File: src/rtl/mips_decode_alu_unit.sv
// rtl/mips_decode_alu_unit.sv - MIPS main decoder, ALU-control decoder, ALU and EX->MEM result register
// Optional XOR operation enabled by defining MIPS_ALU_XOR_EN.
module mips_decode_alu_unit #(
    parameter int W = 32
) (
    input  logic         clk,
    input  logic         rst_n,
    input  logic [5:0]   opcode,
    input  logic [5:0]   funct,
    input  logic [1:0]   aluop_in,
    input  logic [W-1:0] a,
    input  logic [W-1:0] b,
    output logic         regdst,
    output logic         branch_eq,
    output logic         branch_ne,
    output logic         memread,
    output logic         memtoreg,
    output logic         memwrite,
    output logic         alusrc,
    output logic         regwrite,
    output logic         jump,
    output logic [1:0]   aluop,
    output logic [3:0]   aluctl,
    output logic [W-1:0] result,
    output logic         zero,
    output logic [W-1:0] result_q,
    output logic         zero_q
);

    localparam logic [5:0] OP_RTYPE = 6'b000000;
    localparam logic [5:0] OP_LW    = 6'b100011;
    localparam logic [5:0] OP_SW    = 6'b101011;
    localparam logic [5:0] OP_ADDI  = 6'b001000;
    localparam logic [5:0] OP_BEQ   = 6'b000100;
    localparam logic [5:0] OP_BNE   = 6'b000101;
    localparam logic [5:0] OP_J     = 6'b000010;

    localparam logic [3:0] CTL_AND = 4'b0000;
    localparam logic [3:0] CTL_OR  = 4'b0001;
    localparam logic [3:0] CTL_ADD = 4'b0010;
    localparam logic [3:0] CTL_SUB = 4'b0110;
    localparam logic [3:0] CTL_SLT = 4'b0111;
    localparam logic [3:0] CTL_NOR = 4'b1100;
    localparam logic [3:0] CTL_XOR = 4'b1101;

    logic [W-1:0] result_d;
    logic         zero_d;

    // Unknown opcodes decode to all-zero controls so they behave as a bubble.
    always_comb begin
        regdst    = 1'b0;
        branch_eq = 1'b0;
        branch_ne = 1'b0;
        memread   = 1'b0;
        memtoreg  = 1'b0;
        memwrite  = 1'b0;
        alusrc    = 1'b0;
        regwrite  = 1'b0;
        jump      = 1'b0;
        aluop     = 2'b00;
        case (opcode)
            OP_RTYPE: begin
                regdst   = 1'b1;
                regwrite = 1'b1;
                aluop    = 2'b10;
            end
            OP_LW: begin
                memread  = 1'b1;
                memtoreg = 1'b1;
                alusrc   = 1'b1;
                regwrite = 1'b1;
            end
            OP_SW: begin
                memwrite = 1'b1;
                alusrc   = 1'b1;
            end
            OP_ADDI: begin
                alusrc   = 1'b1;
                regwrite = 1'b1;
            end
            OP_BEQ: begin
                branch_eq = 1'b1;
                aluop     = 2'b01;
            end
            OP_BNE: begin
                branch_ne = 1'b1;
                aluop     = 2'b01;
            end
            OP_J: begin
                jump = 1'b1;
            end
            default: ;
        endcase
    end

    always_comb begin
        aluctl = CTL_ADD;
        case (aluop_in)
            2'b01: aluctl = CTL_SUB;
            2'b10: begin
                case (funct)
                    6'b100000: aluctl = CTL_ADD;
                    6'b100010: aluctl = CTL_SUB;
                    6'b100100: aluctl = CTL_AND;
                    6'b100101: aluctl = CTL_OR;
                    6'b100111: aluctl = CTL_NOR;
                    6'b101010: aluctl = CTL_SLT;
`ifdef MIPS_ALU_XOR_EN
                    6'b100110: aluctl = CTL_XOR;
`endif
                    default:   aluctl = CTL_AND;
                endcase
            end
            default: aluctl = CTL_ADD;
        endcase
    end

    always_comb begin
        result = '0;
        case (aluctl)
            CTL_AND: result = a & b;
            CTL_OR:  result = a | b;
            CTL_ADD: result = a + b;
            CTL_SUB: result = a - b;
            CTL_NOR: result = ~(a | b);
            CTL_SLT: result = {{(W-1){1'b0}}, ($signed(a) < $signed(b))};
`ifdef MIPS_ALU_XOR_EN
            CTL_XOR: result = a ^ b;
`endif
            default: result = '0;
        endcase
    end

    assign zero     = (result == '0);
    assign result_d = result;
    assign zero_d   = zero;

    always_ff @(posedge clk or negedge rst_n) begin
        if (!rst_n) begin
            result_q <= '0;
            zero_q   <= 1'b0;
        end else begin
            result_q <= result_d;
            zero_q   <= zero_d;
        end
    end

endmodule

File: config.mk
export PLATFORM = sky130hd
export DESIGN_NAME = mips_decode_alu_unit
export DESIGN_NICKNAME = d
export VERILOG_FILES = /design/src/rtl/mips_decode_alu_unit.sv
export SDC_FILE = /design/constraint.sdc
export NUM_CORES = 1
export LEC_CHECK = 0
export CORE_MARGIN = 3
export CORE_UTILIZATION = 35
export CTS_CLUSTER_SIZE = 24
export DETAILED_ROUTE_END_ITERATION = 8
export HOLD_SLACK_MARGIN = 0.1
export PLACE_DENSITY = 0.69
export SETUP_SLACK_MARGIN = 0.02
export SYNTH_ARGS = -nofsm -noshare
export SYNTH_HDL_FRONTEND = slang
export SYNTH_SLANG_ARGS = --single-unit
File: constraint.sdc
create_clock -name clk -period 4.5 [get_ports clk]
set_input_delay 0.9 -clock clk [delete_from_list [all_inputs] [get_ports clk]]
set_output_delay 0.9 -clock clk [all_outputs]
set_load 0.01 [all_outputs]
==> results of run 1 <==
-- final timing paths --
kind | from | endpoint | slack [ns] | depth (start not counted)
min in group clk | b[9] | result_q[9] | 1.26 | 5
worst min-delay path | rst_n | result_q[25] | 0.71 | 1
worst max-delay path | funct[3] | zero | -0.85 | 15
max in group asynchronous | rst_n | result_q[19] | 3.24 | 1
-- cell usage after synthesis (all sizes together), types with 9 or more instances --
| cell | count |
|---|---|
| buf | 19 |
| ha | 100 |
| clkbuf | 25 |
| nand3 | 17 |
| o211ai | 20 |
| dfrtp | 33 |
| a21o | 9 |
| nor3 | 17 |
| o31ai | 11 |
| xnor2 | 24 |
| nand4 | 9 |
| nand2 | 61 |
| a21oi | 90 |
| nand2b | 11 |
| nor4 | 17 |
| nor2 | 62 |
| nor2b | 15 |
| o21bai | 10 |
| o21ai | 60 |
| inv | 92 |
| mux2i | 19 |
-- logic make-up (layout without fill, tap and decap cells) --
logic type	Yosys count	in the layout	share of synthesized area, %
buf+inv	137	672	8.940
fa+ha+maj	102	102	20.32
mux	19	19	2.993
simple gates	246	246	20.17
xor+xnor	29	29	3.998
compound gates	290	290	30.58
flops	33	33	13.00
-- layer usage --
metal  wire length (um)  GRT usage [%]
met1              13360          40.19
met3               3334          5.597
met4               1180          8.924
met2              15220          50.03
met5                  0              0
-- state kept, by name, indices dropped and copies added (netlist names) --
name	cells
result_q	32
zero_q	1
-- worst max-delay path, stage by stage --
cell and delay [ns]:
clkdlybuf4s50_1 0.46, and3b_1 0.29, a21oi_1 0.08, o31a_1 0.36, buf_12 0.16, buf_4 0.14
a22oi_1 0.24, o21ai_1 0.17, nor4b_2 0.30, nand2_1 0.17, nor4_4 0.31, buf_4 0.15
nand4_1 0.14, nor4_4 0.36, buf_2 0.20
-- final cells by class --
type                    count  area [um^2]
clock inverters             1        30.03
multi-input cells         686         6528
flip-flops and latches     33        825.8
inverters                  93        380.4
repair buffers            571         4826
clock buffers               7        142.6
fillers                  1218         4523
well taps                 225        281.5
-- power groups by stage --
stage	Clock, mW	Sequential [mW]	Combinational (mW)
floorplan	0	0.415	0.623
global placement	0	0.381	1.57
detailed placement	0	0.383	1.58
CTS	0.421	0.378	1.87
global route	0.435	0.384	2.16
finish	0.423	0.380	2.06
-- timing repair --
action,CTS,global route
pin swaps,148,96
gates resized for setup,522,131
setup endpoints to repair,34,32
setup buffers,71,23
endpoints found under the hold margin,0,0
==> impl_metrics.yaml, run 1 <==
cells_and_area:
  post-route-util_pct: 74.21
  nets: 1572
  drive_gt1_share_pct: 53.49
  fin_area_um2: 13010
  final_cell_mix: "buf_4, clkdlybuf4s50_1, nand2_1, buf_6, a21oi_1"
  final_common_cell: "buf_4"
  n_antenna_cell: 0
  area_delta_synth_final_pct: 104.8
  layout.cells.non_filler: 1616
floorplanning:
  ios: 161
  num_rows: 48
  core_region_area_um2: 17540
  dieArea_um2: 19810
  dieHeight_um: 140.7
  die_w_um: 140.7
  start_util_pct: 36.23
clock_network:
  cts_max_level: 2
  root_buffer: "clkbuf_16"
  cts_tree: "yes"
  cts.clk_slew.worst_paths_ns: 0.06
  clock_path_buffers: 2
  cts_made_buffers: 5
  postCtsHoldBufs: 0
  clkSinkCount: 33
synth:
  synthFlopType: "dfrtp_1"
  synth_area_leader_cell: "ha_1"
  synth.distinct_cells: 87
  synthCells: 856
  ys_seq_elements: 33
  yosys_warnings: 0
  ys_seq_area_share_pct: 13.00
  async_flop_share_pct: 100.0
  synth_area_um2: 6354
  synth_top_cell_area_share_pct: 19.69
  synth_nets: 1038
  netlist_top_cells_area: "ha_1, dfrtp_1, a21oi_1, inv_1, o21ai_0"
  synth_edf_count: 0
  synth.avg_cell_area_um2: 7.422
run_status:
  run_status: "complete, but fails checks"
  violations: "negative setup slack"
global_routing:
  grt_overflow: 0
  grt_pass1_wl_um: 48130
  antenna_found_initial: 0
  grt_util_all_layers_pct: 30.24
  grt_max_degree: 34
  grt_pass1_vias: 9060
sta:
  fin_ws_ns: -0.8477
  tns_ns: -1.343
  slew_headroom_pct: 42.58
  fin_crit_sh_pct: 118.8
  layout_min_cycle_time_ns: 5.348
  rsz0062_at_grt: "yes"
  fmax_mhz: 187.0
  worstMarginPinSlew_ns: 0.8612
  whs_ns: 0.7106
  finalHoldViolCount: 0
  setup_viol: 7
  slew_violations: 0
pwr:
  vdd_drop_max_v: 0.0003002
  power_frac_comb_pct: 71.9
  total_leakage_power_nw: 5.953
  switchingPower_mw: 1.160
  p_per_area_nw_per_um2: 220.0
  p_seq_share_pct: 13.3
  p_int_mw: 1.704
  p_total_mw: 2.863
  sw_frac_of_total_pct: 40.50
  clockPowerShare_pct: 14.8
detailed_routing:
  vias_per_cell: 5.658
  detail-route-antenna-nets: 0
  vias: 9143
  drc: 0
  routedWlPerCell_um: 20.48
  wirelength_um: 33090
  drt_iter0_markers: 1043
  drtPass1Iterations: 8
critical_path:
  endpoint_kind: "primary output"
  worstPathRequired_ns: 3.60
  critPathLaunchType: "primary input"
  crit_type: "primary input to primary output"
  arrival_ns: 4.45
  critPathMaxFanout: 5
placed_design:
  dp_slack_ns: -1.821
  port_buffers: 160
  placed_area_um2: 10540
  place.gp.congestion: 0.9614
  detailed_place_hpwl_um: 22720
  dp_cells: 1524
job:
  drv_cap: 0
worst_hold_path:
  holdCritPathClass: "primary input to async pin"
Power figures use the tool's default switching activity.
==> run 2, diff against run 1 <==
ABC_CLOCK_PERIOD_IN_PS = 4500   (was default)
==> results of run 2 <==
No change in the layout: final DEF, timing and power equal those of run 1.
==> run 3, diff against run 2 <==
CTS_BUF_LIST = sky130_fd_sc_hd__clkbuf_16   (was default)
==> run 3 against run 2 <==
Net effect: sequential share of layout area barely moved; hold slack better by 0.0037 ns; final cell count fell by 0.37%; die area unchanged; core utilization is 0.23 points higher; the flow still finishes with violations (negative setup slack); clock power shrank 4%; global-route usage decreased by 0.14 points; total power shrank 0.71%; critical endpoint unchanged; design area increased by 0.31%; first-iteration DRC count up 2.9%.
==> impl_metrics.yaml, run 3 (synthesis results as in run 1) <==
cells_and_area:
  multiInputGateArea_um2: 6591
  final_common_cell: "buf_4"
  fill_cells: 1236
  drive_gt1_share_pct: 53.00
  reg_top3: "result_q (32), zero_q (1)"
  area_delta_synth_final_pct: 105.5
  final_cell_mix: "buf_4, clkdlybuf4s50_1, buf_6, nand2_1, a21oi_1"
  top_register: "result_q"
  seqCellArea_um2: 825.8
  nets: 1566
  largest_reg_flops: 32
  layout.cells.non_filler: 1610
  fin_area_um2: 13050
  n_antenna_cell: 0
  post-route-util_pct: 74.44
floorplanning:
  dieHeight_um: 140.7
  start_util_pct: 36.23
  die_w_um: 140.7
  core_region_area_um2: 17540
  dieArea_um2: 19810
  num_rows: 48
  ios: 161
clock_network:
  clkSinkCount: 33
  postCtsHoldBufs: 0
  cts_made_buffers: 5
  cts_max_level: 2
  cts_tree: "yes"
  cts.clk_slew.worst_paths_ns: 0.07
  root_buffer: "clkbuf_16"
  clock_path_buffers: 2
detailed_routing:
  routedWlPerCell_um: 20.51
  drtPass1Iterations: 7
  drt_iter0_markers: 1073
  wirelength_um: 33020
  vias: 9263
  detail-route-antenna-nets: 0
  vias_per_cell: 5.753
  drc: 0
sta:
  slew_headroom_pct: 42.32
  fmax_mhz: 187.2
  fin_crit_sh_pct: 118.7
  slew_violations: 0
  setup_viol: 6
  layout_min_cycle_time_ns: 5.343
  rsz0062_at_grt: "yes"
  fin_ws_ns: -0.8429
  finalHoldViolCount: 0
  worstMarginPinSlew_ns: 0.8653
placed_design:
  place.gp.congestion: 0.9614
  placed_area_um2: 10540
  dp_slack_ns: -1.821
  dp_cells: 1524
  detailed_place_hpwl_um: 22720
  port_buffers: 160
pwr:
  vdd_drop_max_v: 0.0002993
  p_total_mw: 2.843
  total_leakage_power_nw: 5.959
  p_per_area_nw_per_um2: 217.8
global_routing:
  grt_pass1_vias: 9051
  grt_overflow: 0
  grt_util_all_layers_pct: 30.10
  antenna_found_initial: 0
  grt_pass1_wl_um: 48010
  grt_max_degree: 34
run_status:
  violations: "negative setup slack"
  run_status: "complete, but fails checks"
critical_path:
  critPathLaunchType: "primary input"
  crit_type: "primary input to primary output"
  endpoint: "zero"
  worstPathRequired_ns: 3.60
  endpoint_kind: "primary output"
  critPathMaxFanout: 3
  arrival_ns: 4.44
  worstSetupStartpoint: "a[1]"
job:
  drv_cap: 0
worst_hold_path:
  holdCritPathClass: "primary input to async pin"
run 3: cell count changes in the layout (fill, tap and decap cells not counted), moves of 3 or more:
cell	delta
buf_4	-8
buf_6	+4
o21ai_1	+4
o21ai_2	-4
clkbuf_2	-3
dlymetal6s2s_1	+3
ha_2	-3
ha_4	+3
inv_1	+3
run 3: cell type report:
| type | count | share of cell area, % |
|---|---|---|
| Clock buffer | 5 | 0.9585 |
| Clock inverter | 3 | 0.2875 |
| Inverter | 93 | 2.875 |
| Multi-Input combinational cell | 686 | 50.49 |
| Sequential cell | 33 | 6.326 |
| Tap cell | 225 | 2.157 |
| Timing Repair Buffer | 565 | 36.90 |
run 3: metal layers:
layer	GRT usage (%)	share of wire, %	vias up	wire [um]
met1	39.88	40	4353	13230
met3	5.665	10	139	3350
met2	50.03	46	628	15120
li1	-	-	4143	-
met5	0	0	-	0
met4	8.567	4.0	0	1323
run 3: what timing repair did:
item,4_1_cts,5_1_grt
buffers inserted,68,18
pin swaps,142,94
endpoints found under the setup margin,34,32
gates resized for setup,520,140
run 3: report_power, final:
group | total (mW) | switching (mW) | internal [mW]
Sequential | 0.379 | 0.0211 | 0.358
Combinational | 2.06 | 0.991 | 1.07
Clock | 0.406 | 0.148 | 0.258
run 3: worst max-delay path, cell delays in order:
cell and delay (ns):
buf_8 0.08, inv_4 0.04, buf_6 0.12, fa_2 0.41, nor2b_2 0.17, o31a_1 0.27, buf_4 0.17, buf_6 0.11
o2111ai_4 0.11, o211ai_1 0.16, buf_4 0.16, nand4_1 0.11, a32oi_1 0.20, o21ai_1 0.13, xnor2_2 0.18, o211ai_1 0.12
or4_4 0.46, nor4_4 0.36, buf_2 0.20
run 3: how the worst min path moves through the flow:
stage	depth (start not counted)	slack (ns)	endpoint	from
6_report	1	0.71	result_q[25]	rst_n
5_1_grt	1	0.77	result_q[27]	rst_n
2_1_floorplan	0	0.60	result_q[0]	rst_n
3_3_place_gp	1	1.03	result_q[25]	rst_n
3_5_place_dp	1	1.04	result_q[26]	rst_n
4_1_cts	1	0.73	result_q[27]	rst_n
run 3: stage by stage:
step	setup TNS (ns)	hold WS (ns)
global route	-2.426	0.7719
CTS	-1.193	0.7298
global placement	-22.87	1.032
floorplan	-0.2704	0.6044
detailed placement	-23.69	1.043
finish	-1.444	0.7143
